[src/rtl/chain_counter_pkg.sv]
// Shared constants for the cascaded digit counter.
package chain_counter_pkg;

    localparam logic DIR_UP   = 1'b1;
    localparam logic DIR_DOWN = 1'b0;

    localparam int unsigned MAX_DIGITS  = 8;
    localparam int unsigned MAX_DIGIT_W = 8;

endpackage

[src/rtl/chain_counter_digit.sv]
// One modulo-MOD digit stage: clear > load > step, with wrap inside the digit.
module chain_counter_digit
    import chain_counter_pkg::*;
#(
    parameter int unsigned DIGIT_W = 4,
    parameter int unsigned MOD     = 10
) (
    input  logic               i_clk,
    input  logic               i_rst_n,
    input  logic               step,
    input  logic               up,
    input  logic               clr,
    input  logic               load,
    input  logic [DIGIT_W-1:0] load_val,
    output logic [DIGIT_W-1:0] value,
    output logic               at_max,
    output logic               at_zero
);

    localparam logic [DIGIT_W-1:0] MAX_V = DIGIT_W'(MOD - 1);

    logic [DIGIT_W-1:0] value_nxt;

    assign at_max  = (value == MAX_V);
    assign at_zero = (value == '0);

    // Load clamps out-of-range digits so value never leaves 0..MOD-1.
    always_comb begin
        value_nxt = value;
        if (clr) begin
            value_nxt = '0;
        end else if (load) begin
            value_nxt = (load_val > MAX_V) ? MAX_V : load_val;
        end else if (step) begin
            if (up == DIR_UP) begin
                value_nxt = at_max ? '0 : value + DIGIT_W'(1);
            end else begin
                value_nxt = at_zero ? MAX_V : value - DIGIT_W'(1);
            end
        end
    end

    always_ff @(posedge i_clk or negedge i_rst_n) begin
        if (!i_rst_n) begin
            value <= '0;
        end else begin
            value <= value_nxt;
        end
    end

endmodule

[src/rtl/chain_counter.sv]
// Multi-digit up/down counter: DIGITS cascaded modulo-MOD stages with
// clear/load, and wrap-or-saturate behaviour at the chain boundary.
module chain_counter
    import chain_counter_pkg::*;
#(
    parameter int unsigned DIGITS  = 4,
    parameter int unsigned DIGIT_W = 4,
    parameter int unsigned MOD     = 10,
    parameter int unsigned WRAP    = 1
) (
    input  logic                      i_clk,
    input  logic                      i_rst_n,
    input  logic                      i_en,
    input  logic                      i_up,
    input  logic                      i_clr,
    input  logic                      i_load,
    input  logic [DIGITS*DIGIT_W-1:0] i_load_val,
    output logic [DIGITS*DIGIT_W-1:0] o_count,
    output logic                      o_tc,
    output logic                      o_wrap,
    output logic                      o_sat
);

    localparam bit SAT_MODE = (WRAP == 0);

    logic [DIGITS-1:0] at_max;
    logic [DIGITS-1:0] at_zero;
    logic [DIGITS-1:0] step;
    logic [DIGITS:0]   carry;
    logic              tc_c;
    logic              sat_c;
    logic              wrap_nxt;

    // carry[k]: every digit below k sits at its rollover value for this direction.
    always_comb begin
        carry    = '0;
        carry[0] = 1'b1;
        for (int unsigned k = 0; k < DIGITS; k++) begin
            carry[k+1] = carry[k] & ((i_up == DIR_DOWN) ? at_zero[k] : at_max[k]);
        end
    end

    assign tc_c  = carry[DIGITS];
    assign sat_c = SAT_MODE & tc_c & i_en;
    assign o_tc  = tc_c;
    assign o_sat = sat_c;

    // Saturation freezes every stage; clear/load still win inside each digit.
    assign step = {DIGITS{i_en & ~sat_c}} & carry[DIGITS-1:0];

    assign wrap_nxt = !SAT_MODE && i_en && tc_c && !i_clr && !i_load;

    always_ff @(posedge i_clk or negedge i_rst_n) begin
        if (!i_rst_n) begin
            o_wrap <= 1'b0;
        end else begin
            o_wrap <= wrap_nxt;
        end
    end

    for (genvar k = 0; k < DIGITS; k++) begin : g_digit
        chain_counter_digit #(
            .DIGIT_W (DIGIT_W),
            .MOD     (MOD)
        ) u_digit (
            .i_clk    (i_clk),
            .i_rst_n  (i_rst_n),
            .step     (step[k]),
            .up       (i_up),
            .clr      (i_clr),
            .load     (i_load),
            .load_val (i_load_val[k*DIGIT_W +: DIGIT_W]),
            .value    (o_count[k*DIGIT_W +: DIGIT_W]),
            .at_max   (at_max[k]),
            .at_zero  (at_zero[k])
        );
    end

endmodule
[config.mk]
export PLATFORM = sky130hd
export DESIGN_NAME = chain_counter
export DESIGN_NICKNAME = d
export VERILOG_FILES = /design/src/rtl/chain_counter_pkg.sv /design/src/rtl/chain_counter_digit.sv /design/src/rtl/chain_counter.sv
export SDC_FILE = /design/constraint.sdc
export NUM_CORES = 1
export LEC_CHECK = 0
export BUFFER_PORTS_ARGS = -buffer_cell sky130_fd_sc_hd__buf_2
export CAP_MARGIN = 5
export CORE_MARGIN = 2
export CORE_UTILIZATION = 50
export CTS_CLUSTER_DIAMETER = 30
export DETAILED_ROUTE_END_ITERATION = 7
export PLACE_DENSITY_LB_ADDON = 0.15
export SYNTH_ARGS = -nofsm -noshare
export SYNTH_HDL_FRONTEND = slang
export SYNTH_SLANG_ARGS = --single-unit
[constraint.sdc]
create_clock -name i_clk -period 5.3 [get_ports i_clk]
set_input_delay 1.06 -clock i_clk [delete_from_list [all_inputs] [get_ports i_clk]]
set_output_delay 1.06 -clock i_clk [all_outputs]
set_load 0.1 [all_outputs]
Word level (Yosys, flattened, before mapping)
Index checks and enable logic that the tools add are counted.

operators by class
  add/subtract/negate cells = 8
  equal/unequal tests = 4
  muxes and demuxes = 32
  reductions and logical operators = 13
  order comparisons = 4
  bitwise logic cells = 4

operator list
  kind                   number
  $mux W4                28
  $add A4 B1 Y4 const B  4
  $eq A4 B4 Y1 const B   4
  $gt A4 B4 Y1 const B   4
  $logic_not A4 Y1       4
  $sub A4 B1 Y4 const B  4
  $reduce_bool A3 Y1     4
  $and A4 B4 Y4          1
  $mux W1                4
  $and A1 B1 Y1          3
  $logic_and A1 B1 Y1    3
  $logic_not A1 Y1       2

word-level totals
  output and inout bits = 19
  logic and storage cells = 70
  bits of input ports = 22
  register bits = 17

Logic depth before layout (Yosys ltp)
Gate-level depths: netlist (run 1).

  depth in word-level cells = 8
  mapped depth = 7
  gate-level depth less buffers = 7

Hierarchy
A second synthesis (run 1) with hierarchy kept.

unflattened totals
  cell total of the unflattened synthesis = 207
  area, all modules = 1681.6 sq um

modules (own cells, without submodules)
  module               cells an instance  instances  area each (sq um)  seq. area each (sq um)
  chain_counter_digit  48                 4          386.6              100.1
  chain_counter        15                 1          135.1              25.0

Worst setup path before layout (run 1)
No wires, ideal clock.

  path kind = register to output
  start point = register g_digit[1].u_digit.value[0]
  end point = output port o_tc
  path slack = 1.438 ns
  path buffers = 0
  cell stages (with the launch flop) = 7
  data arrival time = 2.802 ns
  data required time = 4.240 ns
  cells stage by stage = dfrtp_1 > inv_1 > ha_1 > or3b_4 > a21oi_4 > o211a_1 > and2_1

on the way
  cells in the longest elaborated chain, start to end = 5
  elaborated cells on any way between the ends = 6
  those cells by class = eq/ne: 1; mux: 1; bitwise: 3; reduce/logical: 1

ends and longest elaborated chain
  item                                                     RTL line                                              RTL
  start, declared                                          chain_counter_digit.sv:15                             output logic [DIGIT_W-1:0] value,
  start signal, assigned                                   chain_counter_digit.sv:47                             value <= value_nxt;
  $eq A4 B4 Y1 / $logic_not A4 Y1 (equally long branches)  chain_counter_digit.sv:24, chain_counter_digit.sv:25
  $mux W1 *                                                chain_counter.sv:39                                   carry[k+1] = carry[k] & ((i_up == DIR_DOWN) ? at_zero[k] : at_max[k]);
  $and A1 B1 Y1 * (3 in a row)                             chain_counter.sv:39
  end, declared                                            chain_counter.sv:19                                   output logic o_tc,

Mark *: on every way between the ends. The rest lies on a longest branch, timed or not.

Final worst setup path (run 1)
  start point = input port i_up
  end point = output port o_tc

on the way
  cells in the longest elaborated chain, start to end = 4
  elaborated cells on any way between the ends = 7
  those cells by class = mux: 4; bitwise: 3

ends and longest elaborated chain
  item                        RTL line             RTL
  start, declared             chain_counter.sv:14  input logic i_up,
  $mux W1                     chain_counter.sv:39
  $and A1 B1 Y1 (2 in a row)  chain_counter.sv:39
  $and A1 B1 Y1 *             chain_counter.sv:39

Marked as above.

==> metrics.txt, run 1 <==
CP top delay family buffers and inverters; initial antenna violation count 0; CP bufs+invs 2; Starting Density 0.528; CTS tree yes; RSZ-0062 raised after global routing no; post-detailed-route wirelength per cell 14.8 um; layout cell share with drive strength beyond 1 0.191; Post-Route WL 4480 um; final worst-path setup slack 1360 ps; relative slew slack 0.613; worst-margin pin slew 581 ps; die area 4050 um^2; M1 GR Usage 0.321; CTS Buf Count 3; most frequent CP cell buf_2; post-DP HPWL 3170 um; hold buffers post-CTS 0; Synth Warn # 0; number of synthesized register bits 17; WP data arrival 2880 ps; commonest non-fill, non-tap cell in the layout buf_2; Final Hold Viols 0; Final period util 0.744; vias in the first global route 1694; worst-path fanout max 30; Synth cell types 54; vias per std cell 5.94; startpoint class of the critical path input pin; clk buf depth 2; Syn Inst Count 226; hold_sp g_digit[2].u_digit.value[1]; Setup Skew 16.5 ps; number of post-CTS setup repair buffers 0; top cells by area, synth dfrtp_1 24%, ha_1 11%, o21ai_0 5.1%, inv_1 4.0%, nand2_1 4.0%; final antenna diode count 0; initial DRC count 127; GR Util met3 0.0411; type of the worst min-delay path register to register; Final setup viols 0; clock latency on the worst-skew pair 310 ps; largest stage delay on the critical path 430 ps; number of enable flip-flop cells after synthesis 0; design area 2000 um^2; cts repair resizes 0; drt pass-1 iters 4; PwrDens 236 nW/um^2; outcome finished clean; placed cell areas 1970 um^2; Pleak 0.909 nW; peak supply drop 0.129 mV; Setup crit start i_up; final net count 295; synthesized area per cell 7.86 um^2; Via Count 1801; Worst EP required 4240 ps; io pins 41; clock-pin slew on the worst setup and hold paths 130 ps; num rows 21; part of the Yosys area used for sequential elements 0.239; max frequency 254 MHz; first-pass GRT wire length 7750 um; synth-to-layout area growth 12.5%; Cell Chain, Critical Path buf_2 > or3b_1 > a21oi_1 > o211a_1 > and2_1 > buf_2; Setup crit end kind primary output; share of the synthesized area in the top cell type 0.239; largest net degree at the start of global routing 31; RePlAce Congestion 0.987; post-route setup TNS 0 ps; antenna-violating nets left 0; H-tree levels 1; GR peak layer met2; post-synth top area cell dfrtp_1; mapped cell area 1780 um^2; # Max-Cap Violations 0; max-slew violation count 0; number of remaining DRC errors 0; Setup CP Type input pin to primary output; most frequent cells in the layout 39 x buf_2, 19 x inv_1, 19 x nand2_1; FF-to-FF Start g_digit[0].u_digit.value[0]; CTS sink count 17; routing usage on met2 0.379; Slowest-stage cell, CP or3b_1; Die W 63.6 um; Chip Height 63.6 um; CORE AREA 3360 um^2; IO buf count 39; pre-CTS WS 1410 ps; Root Driver clkbuf_4; Syn Nets 263; fin util 0.594; global route overflow 0; Total Routing Usage GR 0.237; Power Total 0.471 mW; top_reg_cell synth dfrtp_1; Async SR Flop Fraction 1.00; Tmin final 3940 ps
==> worst register-to-register path, stage by stage, from the launching register on <==
cell,delay (ps)
dfrtp_1,490
inv_1,110
ha_1,240
nor4b_4,270
o21ai_1,230
or4_1,560
a221oi_1,300
==> registers in the layout (all words and copies together), names as in the netlist <==
name	flops
o_wrap	1
g_digit.u_digit.value	16
==> cell type report <==
| type | instances | area [um^2] |
|---|---|---|
| Clock inverter | 1 | 5.00 |
| Multi-Input combinational cell | 178 | 1220 |
| Fill cell | 345 | 1370 |
| Timing Repair Buffer | 39 | 195 |
| Sequential cell | 17 | 425 |
| Tap cell | 46 | 57.6 |
| Clock buffer | 3 | 22.5 |
| Inverter | 19 | 71.3 |
==> per-stage QoR <==
step           hold WS (ps)  cells
3_3_place_gp            578    299
5_1_grt                 678    303
4_1_cts                 618    303
3_5_place_dp            588    299
2_1_floorplan           764    226
6_report                615    303
==> path summary, 6_finish.rpt <==
kind	endpoint	slack (ps)	cells after the start
hold / removal	g_digit[2].u_digit.value[1]	610	2
setup reg to reg	g_digit[1].u_digit.value[1]	2980	6
min in group asynchronous	g_digit[1].u_digit.value[2]	660	1
setup / recovery	o_tc	1360	6
hold reg to reg	g_digit[2].u_digit.value[1]	610	2
max in group asynchronous	g_digit[1].u_digit.value[3]	4320	1
==> power by group <==
part           switching (mW)  total (mW)  leakage [nW]  internal, mW
sequential             0.0254       0.165         0.224         0.140
combinational           0.163       0.229         0.667        0.0660
clock                  0.0488      0.0770        0.0177        0.0282
total                   0.237       0.471         0.909         0.234
==> layer usage <==
| metal | wire (um) | part of all wire |
|---|---|---|
| met1 | 2230 | 0.50 |
| met2 | 2030 | 0.45 |
| met3 | 158 | 0.035 |
| met4 | 58 | 0.013 |
| met5 | 0 | 0 |
==> synth_stat cells, drive strengths merged, types with 3 or more instances <==
cell     instances
o21ai           20
inv             19
nand2           19
dfrtp           17
a21oi           15
ha              15
nor2            13
nand2b          10
nand3            9
nor3             8
a311oi           7
clkbuf           7
a211oi           5
buf              5
a2111oi          3
a31oi            3
and2             3
nor2b            3
o211ai           3
o21a             3
o21bai           3
o22ai            3
o31ai            3
==> cell families (layout without fill, tap and decap cells) <==
family                   Yosys count  count (layout)  share of synthesized area
AO/OA/AOI/OAI                     82              82                      0.328
XOR/XNOR                           3               3                     0.0148
adder cells (fa/ha/maj)           15              15                      0.106
buffers and inverters             31              62                     0.0732
flip-flops                        17              17                      0.239
other                              1               1                    0.00211
AND/OR/NAND/NOR                   77              77                      0.237
(Power assumes the default switching activity.)
==> inputs of run 2 (changes only) <==
--- a/config.mk
+++ b/config.mk
@@ -8,7 +8,7 @@
 export BUFFER_PORTS_ARGS = -buffer_cell sky130_fd_sc_hd__buf_2
 export CAP_MARGIN = 5
 export CORE_MARGIN = 2
-export CORE_UTILIZATION = 50
+export CORE_UTILIZATION = 49
 export CTS_CLUSTER_DIAMETER = 30
 export DETAILED_ROUTE_END_ITERATION = 7
 export PLACE_DENSITY_LB_ADDON = 0.15
==> constraint.sdc (replaced) <==
create_clock -name i_clk -period 3.5 [get_ports i_clk]
set_input_delay 0.7 -clock i_clk [delete_from_list [all_inputs] [get_ports i_clk]]
set_output_delay 0.7 -clock i_clk [all_outputs]
set_load 0.1 [all_outputs]
==> metrics.txt, run 2 (synthesized netlist as in run 1, its figures left out) <==
vias in the first global route 1623; number of remaining DRC errors 0; most frequent cells in the layout 39 x buf_2, 19 x inv_1, 19 x nand2_1; Setup Skew 9.75 ps; WP data arrival 2550 ps; pre-CTS WS 476 ps; placed cell areas 1980 um^2; first-pass GRT wire length 7540 um; worst-path fanout max 8; CTS Buf Count 3; Slowest-stage cell, CP dfrtp_1; Root Driver clkbuf_4; Total Routing Usage GR 0.228; # Max-Cap Violations 0; post-DP HPWL 3160 um; global route overflow 0; CTS tree yes; Starting Density 0.520; Setup CP Type register to primary output; Final setup viols 0; layout cell share with drive strength beyond 1 0.194; clock latency on the worst-skew pair 310 ps; Cell Chain, Critical Path inv_1 > ha_1 > or3b_4 > a21oi_4 > o211a_1 > and2_2 > buf_2; clock-pin slew on the worst setup and hold paths 130 ps; Die W 64.2 um; cts repair resizes 0; final worst-path setup slack 251 ps; startpoint class of the critical path register; die area 4120 um^2; hold buffers post-CTS 0; worst-margin pin slew 492 ps; largest net degree at the start of global routing 24; final net count 296; Via Count 1799; H-tree levels 1; R2R Setup Slk 1170 ps; initial DRC count 170; outcome finished clean; fin util 0.587; CTS sink count 17; drt pass-1 iters 4; biggest regs g_digit.u_digit.value: 16 flops, o_wrap: 1 flops; relative slew slack 0.664; max-slew violation count 0; vias per std cell 5.92; CORE AREA 3420 um^2; num rows 21; type of the worst min-delay path input pin to async pin; Power Total 0.719 mW; initial antenna violation count 0; number of post-CTS setup repair buffers 0; post-detailed-route wirelength per cell 14.7 um; clk buf depth 2; CP top delay family buffers and inverters; number of flip-flops in the largest register 16; largest stage delay on the critical path 480 ps; RePlAce Congestion 0.896; Worst EP required 2800 ps; RSZ-0062 raised after global routing no; PwrDens 358 nW/um^2; Final period util 0.928; CP bufs+invs 2; IO buf count 39; synth-to-layout area growth 12.9%; peak supply drop 0.268 mV; Post-Route WL 4480 um; post-route setup TNS 0 ps; Setup crit end kind primary output; io pins 41; antenna-violating nets left 0; Tmin final 3250 ps; commonest non-fill, non-tap cell in the layout buf_2; design area 2010 um^2; final antenna diode count 0; Chip Height 64.2 um; Final Hold Viols 0; Reg with most FFs g_digit.u_digit.value; max frequency 308 MHz; Pleak 0.912 nW; Filler cells 326
[run 2: cell count changes in the layout (fill, tap and decap cells not counted)]
| cell | previous run | this run |
|---|---|---|
| clkinv_2 | 1 | 0 |
| clkbuf_1 | 0 | 1 |
| and2_2 | 0 | 1 |
| buf_4 | 0 | 1 |
| and2_1 | 3 | 2 |
[run 2: per-stage QoR]
stage               cells  hold slack [ps]
floorplan             226              404
global placement      300              592
detailed placement    300              611
CTS                   304              313
global route          304              315
finish                304              309
[run 2: metal layers]
| metal | part of all wire | vias to the layer above | global-route usage |
|---|---|---|---|
| li1 | - | 892 | - |
| met1 | 0.48 | 856 | 0.318 |
| met2 | 0.46 | 49 | 0.362 |
| met3 | 0.048 | 2 | 0.0511 |
| met4 | 0.0054 | 0 | 0.0426 |
| met5 | 0 | - | 0 |
[run 2: worst register-to-register path: cells and delay by family, from the launching register on]
family | cells | cell delay (ps)
flip-flops | 1 | 490
AO/OA/AOI/OAI | 2 | 530
buffers and inverters | 1 | 120
AND/OR/NAND/NOR | 2 | 840
adder cells (fa/ha/maj) | 1 | 240
[run 2: final timing paths]
path,endpoint,cells past startpoint,from
setup / recovery,o_tc,7,g_digit[1].u_digit.value[0]
hold / removal,g_digit[1].u_digit.value[2],1,i_rst_n
setup reg to reg,g_digit[1].u_digit.value[1],6,g_digit[0].u_digit.value[0]
hold reg to reg,g_digit[3].u_digit.value[1],2,g_digit[3].u_digit.value[1]
max in group asynchronous,g_digit[1].u_digit.value[3],1,i_rst_n
min in group i_clk,g_digit[0].u_digit.value[0],3,i_load_val[0]
[run 2: cell type report]
type	instances	area, um^2	area share
multi-input combinational	178	1220	0.609
sequential	17	425	0.212
timing repair buffer	40	203	0.101
inverter	19	71.3	0.0356
tap	46	57.6	0.0287
clock buffer	4	26.3	0.0131
[run 2: where the power goes]
group	leakage [nW]	internal [mW]	total, mW	switching [mW]
clock	0.0150	0.0445	0.121	0.0769
sequential	0.224	0.212	0.250	0.0378
combinational	0.673	0.101	0.347	0.247
total	0.912	0.358	0.719	0.361
==> inputs of run 3 (changes only) <==
==> constraint.sdc (replaced) <==
create_clock -name i_clk -period 3.5 [get_ports i_clk]
set_input_delay 0.7 -clock i_clk [delete_from_list [all_inputs] [get_ports i_clk]]
set_output_delay 0.7 -clock i_clk [all_outputs]
set_load 0.005 [all_outputs]
==> metrics.txt, run 3 (synthesized netlist as in run 1, its figures left out) <==
post-route setup TNS 0 ps; Setup Skew 18.0 ps; drt pass-1 iters 4; Setup CP Type register to primary output; Die W 64.2 um; biggest regs g_digit.u_digit.value: 16 flops, o_wrap: 1 flops; Worst EP required 2800 ps; io pins 41; FF-to-FF Start g_digit[0].u_digit.value[0]; initial antenna violation count 0; H-tree levels 1; worst-path fanout max 10; clock latency on the worst-skew pair 310 ps; design area 2010 um^2; Final Hold Viols 0; global route overflow 0; Crit Reg-Reg Endpoint g_digit[1].u_digit.value[1]; clock-pin slew on the worst setup and hold paths 120 ps; Setup crit end kind primary output; IO buf count 39; number of flip-flops in the largest register 16; number of post-CTS setup repair buffers 0; pre-CTS WS 826 ps; commonest non-fill, non-tap cell in the layout buf_2; R2R Setup Slk 1170 ps; peak supply drop 0.256 mV; synth-to-layout area growth 12.9%; Tmin final 2950 ps; layout cell share with drive strength beyond 1 0.194; startpoint class of the critical path register; Chip Height 64.2 um; type of the worst min-delay path input pin to async pin; num rows 21; Starting Density 0.520; post-DP HPWL 3210 um; CTS sink count 17; vias in the first global route 1727; first-pass GRT wire length 8000 um; relative slew slack 0.624; Final setup viols 0; WP data arrival 2250 ps; die area 4120 um^2; max frequency 339 MHz; CORE AREA 3420 um^2; initial DRC count 139; vias per std cell 5.91; Final period util 0.843; hold buffers post-CTS 0; hold slack 305 ps; Pleak 0.913 nW; Cell Chain, Critical Path inv_1 > ha_1 > or3b_1 > a21oi_1 > o211a_1 > and2_1 > buf_2; CTS Buf Count 3; Reg with most FFs g_digit.u_digit.value; Slowest-stage cell, CP dfrtp_1; Via Count 1798; PwrDens 292 nW/um^2; CTS tree yes; post-detailed-route wirelength per cell 14.9 um; final net count 296; fin util 0.587; RSZ-0062 raised after global routing no; clk buf depth 2; max-slew violation count 0; Total Routing Usage GR 0.240; antenna-violating nets left 0; largest stage delay on the critical path 490 ps; number of remaining DRC errors 0; RePlAce Congestion 0.881; placed cell areas 1980 um^2; # Max-Cap Violations 0; worst-margin pin slew 550 ps; final worst-path setup slack 549 ps; Root Driver clkbuf_4; Post-Route WL 4520 um; worst reg-to-reg path cell count 6; outcome finished clean; cts repair resizes 0; most frequent cells in the layout 39 x buf_2, 19 x inv_1, 19 x nand2_1; largest net degree at the start of global routing 24; final antenna diode count 0
## run 3: cell type report
| cell class | count | area (um^2) |
|---|---|---|
| clock buffers | 3 | 22.5 |
| multi-input cells | 178 | 1220 |
| inverters | 19 | 71.3 |
| repair buffers | 40 | 203 |
| well taps | 46 | 57.6 |
| fillers | 341 | 1410 |
| flip-flops and latches | 17 | 425 |
| clock inverters | 1 | 5.00 |
## run 3: layer usage
metal,share of wire,track usage,vias up,wire [um]
met3,0.068,0.0493,6,308
li1,-,-,898,-
met4,0.0062,0.0559,0,28
met5,0,0,-,0
met2,0.45,0.397,66,2040
met1,0.47,0.321,828,2140
## run 3: power breakdown
part	internal (mW)	switching, mW	total [mW]	leakage [nW]
Clock	0.0427	0.0727	0.115	0.0177
Combinational	0.100	0.121	0.221	0.672
Sequential	0.212	0.0380	0.250	0.224
## run 3: stage by stage
stage | total power, mW | cells
after detailed placement | 0.473 | 300
final | 0.587 | 304
after global placement | 0.471 | 300
after CTS | 0.590 | 304
after floorplan | 0.404 | 226
after global routing | 0.638 | 304
## run 3: critical path, delay by kind of cell, from the launching register on
kind / cells / cell delay, ps
flip-flops: 1 / 490
AO/OA/AOI/OAI: 2 / 500
buffers and inverters: 2 / 230
adder cells (fa/ha/maj): 1 / 200
AND/OR/NAND/NOR: 2 / 510
## run 3: worst max-delay path by stage
stage	from	endpoint	slack [ps]	cells after the start
floorplan	i_up	o_tc	1030	5
global placement	i_up	o_tc	850	6
detailed placement	i_up	o_tc	830	6
CTS	g_digit[2].u_digit.value[0]	o_tc	570	7
global route	g_digit[2].u_digit.value[1]	o_tc	410	7
finish	g_digit[2].u_digit.value[0]	o_tc	550	7
